`config.mk`:
```
export PLATFORM = sky130hd
export DESIGN_NAME = polar_encoder
export DESIGN_NICKNAME = d
export VERILOG_FILES = /design/src/rtl/polar_encoder.sv
export SDC_FILE = /design/constraint.sdc
export NUM_CORES = 1
export LEC_CHECK = 0
export CORE_ASPECT_RATIO = 1.2
export CORE_MARGIN = 5
export CORE_UTILIZATION = 27
export CTS_CLUSTER_SIZE = 25
export DETAILED_ROUTE_END_ITERATION = 8
export PLACE_DENSITY = 0.6
export SLEW_MARGIN = 5
export SYNTH_ARGS = -nofsm -noshare
export SYNTH_HDL_FRONTEND = slang
export SYNTH_SLANG_ARGS = --single-unit
export TNS_END_PERCENT = 20
```
`constraint.sdc`:
```
create_clock -name clk_i -period 3.1 [get_ports clk_i]
set_input_delay 0.62 -clock clk_i [delete_from_list [all_inputs] [get_ports clk_i]]
set_output_delay 0.62 -clock clk_i [all_outputs]
set_load 0.05 [all_outputs]
```
`src/rtl/polar_encoder.sv`:
```
// Polar encoder: masks the message, runs one butterfly stage per cycle, then
// streams the codeword out as bipolar symbols under a valid/ready handshake.
module polar_encoder #(
   parameter int N        = 32,
   parameter int QTF_SIZE = 8,
   parameter int SYM_MAG  = 127
) (
   input  logic                clk_i,
   input  logic                rst_ni,
   input  logic                flush_i,
   input  logic                in_valid_i,
   output logic                in_ready_o,
   input  logic [N-1:0]        u_i,
   input  logic [N-1:0]        frozen_mask_i,
   output logic [N-1:0]        cw_o,
   output logic                sym_valid_o,
   input  logic                sym_ready_i,
   output logic [QTF_SIZE-1:0] sym_o,
   output logic                sym_last_o
);

   localparam int LOGN = $clog2(N);
   localparam logic [QTF_SIZE-1:0] SYM_POS = QTF_SIZE'(SYM_MAG);
   localparam logic [QTF_SIZE-1:0] SYM_NEG = QTF_SIZE'(-SYM_MAG);

   typedef enum logic [1:0] {IDLE, ENCODE, STREAM} state_t;

   state_t          r_state;
   state_t          w_nextState;
   logic            r_armed;
   logic [N-1:0]    r_v;
   logic [LOGN-1:0] r_s;
   logic [LOGN-1:0] r_idx;

   logic            w_accept;
   logic            w_symFire;
   logic            w_lastIdx;
   logic            w_lastStage;
   logic [N-1:0]    w_lowMask;
   logic [LOGN:0]   w_dist;
   logic [N-1:0]    w_stage;

   assign in_ready_o  = r_armed && (r_state == IDLE);
   assign sym_valid_o = (r_state == STREAM);
   assign w_accept    = in_ready_o && in_valid_i && !flush_i;
   assign w_symFire   = sym_valid_o && sym_ready_i;
   assign w_lastIdx   = (r_idx == LOGN'(N - 1));
   assign w_lastStage = (r_s == LOGN'(LOGN - 1));
   assign cw_o        = r_v;
   assign sym_last_o  = sym_valid_o && w_lastIdx;
   assign sym_o       = !sym_valid_o ? '0 : (r_v[r_idx] ? SYM_NEG : SYM_POS);

   // One stage: positions with bit s clear absorb their partner 2^s above.
   always_comb begin
      w_lowMask = '0;
      for (int i = 0; i < N; i++) begin
         w_lowMask[i] = (((i >> r_s) & 1) == 0);
      end
      w_dist  = {{LOGN{1'b0}}, 1'b1} << r_s;
      w_stage = r_v ^ ((r_v >> w_dist) & w_lowMask);
   end

   always_ff @(posedge clk_i or negedge rst_ni) begin
      if (!rst_ni) begin
         r_state <= IDLE;
         r_armed <= 1'b0;
      end else begin
         r_state <= w_nextState;
         r_armed <= 1'b1;
      end
   end

   always_comb begin
      w_nextState = r_state;
      if (flush_i) begin
         w_nextState = IDLE;
      end else begin
         unique case (r_state)
            IDLE:    if (w_accept) w_nextState = ENCODE;
            ENCODE:  if (w_lastStage) w_nextState = STREAM;
            STREAM:  if (w_symFire && w_lastIdx) w_nextState = IDLE;
            default: w_nextState = IDLE;
         endcase
      end
   end

   always_ff @(posedge clk_i or negedge rst_ni) begin
      if (!rst_ni) begin
         r_v   <= '0;
         r_s   <= '0;
         r_idx <= '0;
      end else if (flush_i) begin
         r_s   <= '0;
         r_idx <= '0;
      end else begin
         unique case (r_state)
            IDLE: begin
               if (w_accept) begin
                  r_v   <= u_i & ~frozen_mask_i;
                  r_s   <= '0;
                  r_idx <= '0;
               end
            end
            ENCODE: begin
               r_v <= w_stage;
               r_s <= r_s + 1'b1;
            end
            STREAM: begin
               if (w_symFire) r_idx <= r_idx + 1'b1;
            end
            default: ;
         endcase
      end
   end

endmodule

```
==> Word-level counts from Yosys, hierarchy flattened <==
Cells that the tools add are included.
{ "word_totals": {"regBits": 45, "in_bits": 69, "out_inout_bits": 43, "wordCells": 120} }
{ "op_classes": {"n_addsub": 2, "order_cmp": 1, "eq_ne": 9, "shifts": 34, "muxes": 17, "n_bitwise": 5, "reduce_logical": 47} }
{ "op_table": {"columns": ["cell", "count"], "rows": [
  ["32-bit logical NOT", 32],
  ["5-bit by 5-bit >> shifter with 1-bit output (first input constant)", 16],
  ["32-bit AND", 2],
  ["32-bit case mux with 2 select lines", 1],
  ["4-bit by 5-bit >> shifter with 1-bit output (first input constant)", 8],
  ["32-bit two-way mux", 1],
  ["32-bit NOT", 1],
  ["32-bit by 6-bit >> shifter with 32-bit output", 1],
  ["32-bit XOR", 1],
  ["5-bit two-way mux", 4],
  ["5-bit case mux with 2 select lines", 2],
  ["3-bit by 5-bit >> shifter with 1-bit output (first input constant)", 4],
  ["8-bit two-way mux", 2],
  ["5-bit by 1-bit adder with 5-bit output (second input constant)", 2],
  ["1-bit by 5-bit >> shifter with 1-bit output (first input constant)", 2],
  ["2-bit by 5-bit >> shifter with 1-bit output (first input constant)", 2],
  ["3-bit AND reduction", 3],
  ["2-bit two-way mux", 4],
  ["1-bit logical AND", 6],
  ["5-bit by 6-bit less-than comparator with 1-bit output (second input constant)", 1],
  ["3-bit by 2-bit inequality test with 1-bit output (second input constant)", 2],
  ["3-bit inequality test (second input constant)", 2],
  ["2-bit case mux with 3 select lines", 1],
  ["3-bit nonzero test", 2],
  ["other kinds (13)", 13]
]} }

==> Logic depth before layout (Yosys ltp) <==
{ "logic_depth": {"ltp_word": 7, "mapped_depth": 9} }

==> Worst setup path after synthesis <==
Ideal clock, no wire load.
{ "synth_timing": {"kind": "register -> output", "start": "register r_v[28] (netlist: cw_o[28])", "end": "output port sym_o[2]", "arrival_ns": 2.696, "required_ns": 2.480, "setup_slack_ns": -0.216, "stages_incl_launch_ff": 7, "cell_sequence": "dfrtp_1 > clkbuf_1 > mux4_2 > mux4_2 > mux2i_1 > and2_1 > buf_4"} }
{ "synth_via": {"elab_chain_len": 4} }
{ "synth_lines": {"columns": ["item", "line_no", "text"], "rows": [
  ["start, declared", "31", "logic [N-1:0] r_v;"],
  ["start signal, assigned", "99", "r_v <= u_i & ~frozen_mask_i;"],
  ["start signal, assigned", "105", "r_v <= w_stage;"],
  ["1-bit binary-select mux with 5-bit select", "51", "assign sym_o = !sym_valid_o ? '0 : (r_v[r_idx] ? SYM_NEG : SYM_POS);"],
  ["1-bit two-way mux (not written as such)", "51", null],
  ["8-bit two-way mux (2 in a row)", "51", null],
  ["end, declared", "18", "output logic [QTF_SIZE-1:0] sym_o,"]
]} }
No other way between the ends. The select of a mux whose other input is x is not followed.

==> Worst setup path in the final report <==
{ "layout_timing": {"start": "register r_idx[0]", "end": "output port sym_o[4]"} }
{ "layout_via": {"elab_chain_len": 4} }
{ "layout_lines": {"columns": ["item", "line_no", "text"], "rows": [
  ["start, declared", "33", "logic [LOGN-1:0] r_idx;"],
  ["start signal, assigned", "109", "if (w_symFire) r_idx <= r_idx + 1'b1;"],
  ["1-bit binary-select mux with 5-bit select", "51", null],
  ["1-bit two-way mux (not written as such)", "51", null],
  ["8-bit two-way mux (2 in a row)", "51", null]
]} }
No other way between the ends. The select of a mux whose other input is x is not followed.

==> parameters.txt <==
Parameter                              Value

Placement
  Post-Place Cell Area    5910 µm²
  Setup WS pre-CTS    0.266 ns
  GPL Wtd Cong    0.945
  Number of port buffers    111
  HPWL after detailed placement    14,700 µm

Global route
  First-pass GRT wire length    29,600 µm
  Pin count of the biggest net entering global routing    71
  Final global-route overflow total    0
  Via count of the first global-routing pass    5,029
  Global-route usage over all layers    20.2%
  Number of antenna violations at the first check in global routing    0

Floorplan
  Vertical die dimension    148 µm
  I/O pin cnt    112
  Number of placement rows    50
  Standard cell core area    15,600 µm²
  Initial Util    27.5%
  Die outline area    18,600 µm²
  Die extent in x    125 µm

Finish
  Antenna cells    0
  Fill count    1,631
  Layout Area Growth over Synthesis    41.8%
  Net count, final    738
  Fraction of layout cells with a size suffix above 1    15.8%
  Final instance area    6100 µm²

STA
  Hold Slack    0.302 ns
  Final-report hold violation count    0
  Relative slew slack    38.2%
  Final count of negative-setup-slack endpoints    0
  Maximum frequency from static timing analysis    324 MHz
  Count of final max-slew check failures    0
  Post-Route Skew    0.00631 ns
  Setup ws final    0.00936 ns
  Minimum period implied by the final worst setup slack    3.09 ns
  Setup repair after global routing missed its margin    true
  Slew at the pin closest to its max-slew limit    0.928 ns
  Final worst-path cycle share    99.7%

Drt
  Total vias in the final route    4,946
  Count of antenna-violating nets left after detailed routing    0
  Detailed-route vias per instance    5.66
  Wirelength, routed    19,400 µm
  Drt first-iter violations    491
  Wirelength per Cell    22.2 µm
  Drc violations    0
  Number of iterations in the first detailed-routing pass    5

Critical path
  Worst R2R Start    r_s[1]$_DFFE_PN0P_
  Destination of the worst register-to-register timing path    cw_o[16]$_DFFE_PN0P_
  CP bufs+invs    2
  Flop-to-flop setup slack    0.51 ns
  Cell family with most CP delay    multiplexers
  Sort of element at the start of the critical path    flip-flop
  CP Capture Type    primary output
  CP Launch Point    r_idx[0]$_DFFE_PN0P_
  Number of cells on the critical path    6
  Sequence of cells on the critical path    buf_6, mux4_2, mux4_2, mux2i_2, and2_4, buf_12
  CP required    2.48 ns
  Arrival time worst endpoint    2.47 ns
  Maximum fanout along the worst path    6
  Cell with the biggest individual delay on the critical path    sky130_fd_sc_hd__mux4_2
  Critical path's most frequent cell    sky130_fd_sc_hd__mux4_2
  Number of cell instances on the worst register-to-register path    6
  Startpoint-to-endpoint class of the critical path    reg -> out
  Crit path largest cell delay    0.53 ns

Clock tree
  Clock tree from TritonCTS    done
  Number of hold buffers added after cts    0
  Num CTS Buffers    5
  Clock edge transition at the registers on the reported setup and hold paths    0.07 ns
  Clk_lat worst skew    0.30 ns
  Clock Sink Count    45
  Buffer depth of the longest clock path    2
  Clock root buffer    sky130_fd_sc_hd__clkbuf_16
  H-tree depth    2

Logic synthesis
  Number of distinct standard cells referenced by the synthesized netlist    72
  Most used standard cell by instance count after synthesis    sky130_fd_sc_hd__nand2_1
  Top cell type by total area after synthesis    sky130_fd_sc_hd__dfrtp_1
  Post-synth EDFFs    0
  Synthesized netlist cell count    544
  Sequential cell area fraction in the yosys report    26.2%
  Top cell type's share of synthesized area    26.2%
  Leading cell types by total area after synthesis    sky130_fd_sc_hd__dfrtp_1 26%, sky130_fd_sc_hd__mux4_2 5.2%, sky130_fd_sc_hd__a21oi_1 5.1%, sky130_fd_sc_hd__nand2_1 5.0%, sky130_fd_sc_hd__mux2i_1 4.4%
  Predominant post-synthesis flop cell    sky130_fd_sc_hd__dfrtp_1
  Register bit total from synthesis    45
  Syn_area_per_cell    7.91 µm²
  Post-synthesis net count    617
  Post-synthesis cell area    4300 µm²
  Fraction of registers with async set/reset    100%
  Leading cell types by count after synthesis    57 x sky130_fd_sc_hd__nand2_1, 45 x sky130_fd_sc_hd__dfrtp_1, 44 x sky130_fd_sc_hd__a21oi_1
  Number of synthesis warnings    0

Min path
  Hold WC Path Type    in -> async

Run status
  Status    completed

Power
  P per Cell Area    606 nW/µm²
  Leak Pwr    2.40 nW
  Peak supply drop    0.261 mV

Flow run
  Max-cap violations    0
## area by class of cell
type	instances	area, µm²	area share (%)
Sequential cell	45	1130	18.5
Multi-Input combinational cell	426	2860	46.9
Clock inverter	1	30.0	0.492
Tap cell	208	260	4.26
Inverter	14	52.6	0.861
Clock buffer	7	143	2.34
Timing Repair Buffer	173	1630	26.7
## stage by stage
step                      std cells  power, mW  utilization [%]  TNS [ns]
after floorplan                 544       2.08                -         0
final                           874       3.70             39.0         0
after CTS                       874       3.70             39.0   -0.0647
after global routing            874       3.86             39.0    -0.386
after detailed placement        865       3.04             37.8         0
after global placement          865       3.03             37.8         0
## kinds of logic (layout without fill, tap and decap cells)
family	count (synthesis)	after routing	synth area share (%)
other	1	1	0.0871
xor gates and xnor gates	2	2	0.407
AOI/OAI and AO/OA	187	187	29.3
adders and majority gates	4	4	1.16
and+or+nand+nor	199	199	24.5
DFF	45	45	26.2
muxes	33	33	10.7
buffers and inverters	73	195	7.70
## sequential cells by signal, summed over array words and instances (netlist names)
| signal | count |
|---|---|
| r_idx | 5 |
| r_state | 2 |
| r_armed | 1 |
| r_s | 5 |
| cw_o | 32 |
## layout by cell type (no fill, tap or decap), types with 4 or more instances in the layout
cell type / n
sky130_fd_sc_hd__o211ai_1: 4
sky130_fd_sc_hd__a41oi_1: 5
sky130_fd_sc_hd__nor2b_1: 20
sky130_fd_sc_hd__dfrtp_1: 44
sky130_fd_sc_hd__nand2b_1: 7
sky130_fd_sc_hd__ha_1: 4
sky130_fd_sc_hd__a31oi_1: 10
sky130_fd_sc_hd__nor4_1: 7
sky130_fd_sc_hd__mux2i_1: 18
sky130_fd_sc_hd__mux2_2: 4
sky130_fd_sc_hd__nor3_1: 13
sky130_fd_sc_hd__buf_4: 63
sky130_fd_sc_hd__a2bb2oi_1: 12
sky130_fd_sc_hd__nand4b_1: 5
sky130_fd_sc_hd__a21oi_1: 44
sky130_fd_sc_hd__clkdlybuf4s50_1: 102
sky130_fd_sc_hd__and3_1: 5
sky130_fd_sc_hd__nand3_1: 10
sky130_fd_sc_hd__or3_1: 4
sky130_fd_sc_hd__o22ai_1: 16
sky130_fd_sc_hd__clkbuf_16: 5
sky130_fd_sc_hd__buf_12: 6
sky130_fd_sc_hd__inv_1: 14
sky130_fd_sc_hd__a221oi_1: 10
sky130_fd_sc_hd__nand2_1: 57
sky130_fd_sc_hd__a311o_1: 4
sky130_fd_sc_hd__nand4_1: 6
sky130_fd_sc_hd__o21ai_0: 37
sky130_fd_sc_hd__mux4_2: 10
sky130_fd_sc_hd__nor4b_1: 5
sky130_fd_sc_hd__nor2_1: 38
sky130_fd_sc_hd__a211oi_1: 9
## what timing repair did
action / CTS / global route
setup endpoints to repair: 6 / 6
pin swaps: 1 / 1
gates resized for setup: 2 / 1
buffers inserted: 1 / 0
## layer usage
layer	routed length, µm	part of all wire, %	up-vias	global-route usage, %
li1	-	-	2292	-
met1	8180	42	2433	25.6
met2	9830	51	191	35.4
met3	968	5.0	30	2.77
met4	406	2.1	0	7.00
met5	0	0	-	0
## how the worst max path moves through the flow
stage | to | slack [ns]
floorplan | sym_o[2] | 0.09
global placement | sym_o[1] | 0.29
detailed placement | sym_o[4] | 0.27
CTS | sym_o[4] | -0.01
global route | sym_o[3] | -0.06
finish | sym_o[4] | 0.009
## power by group
group	internal [mW]	total [mW]	switching, mW
combinational	0.850	2.17	1.32
sequential	0.724	0.872	0.148
clock	0.404	0.657	0.253
Power figures use the tool's default switching activity.
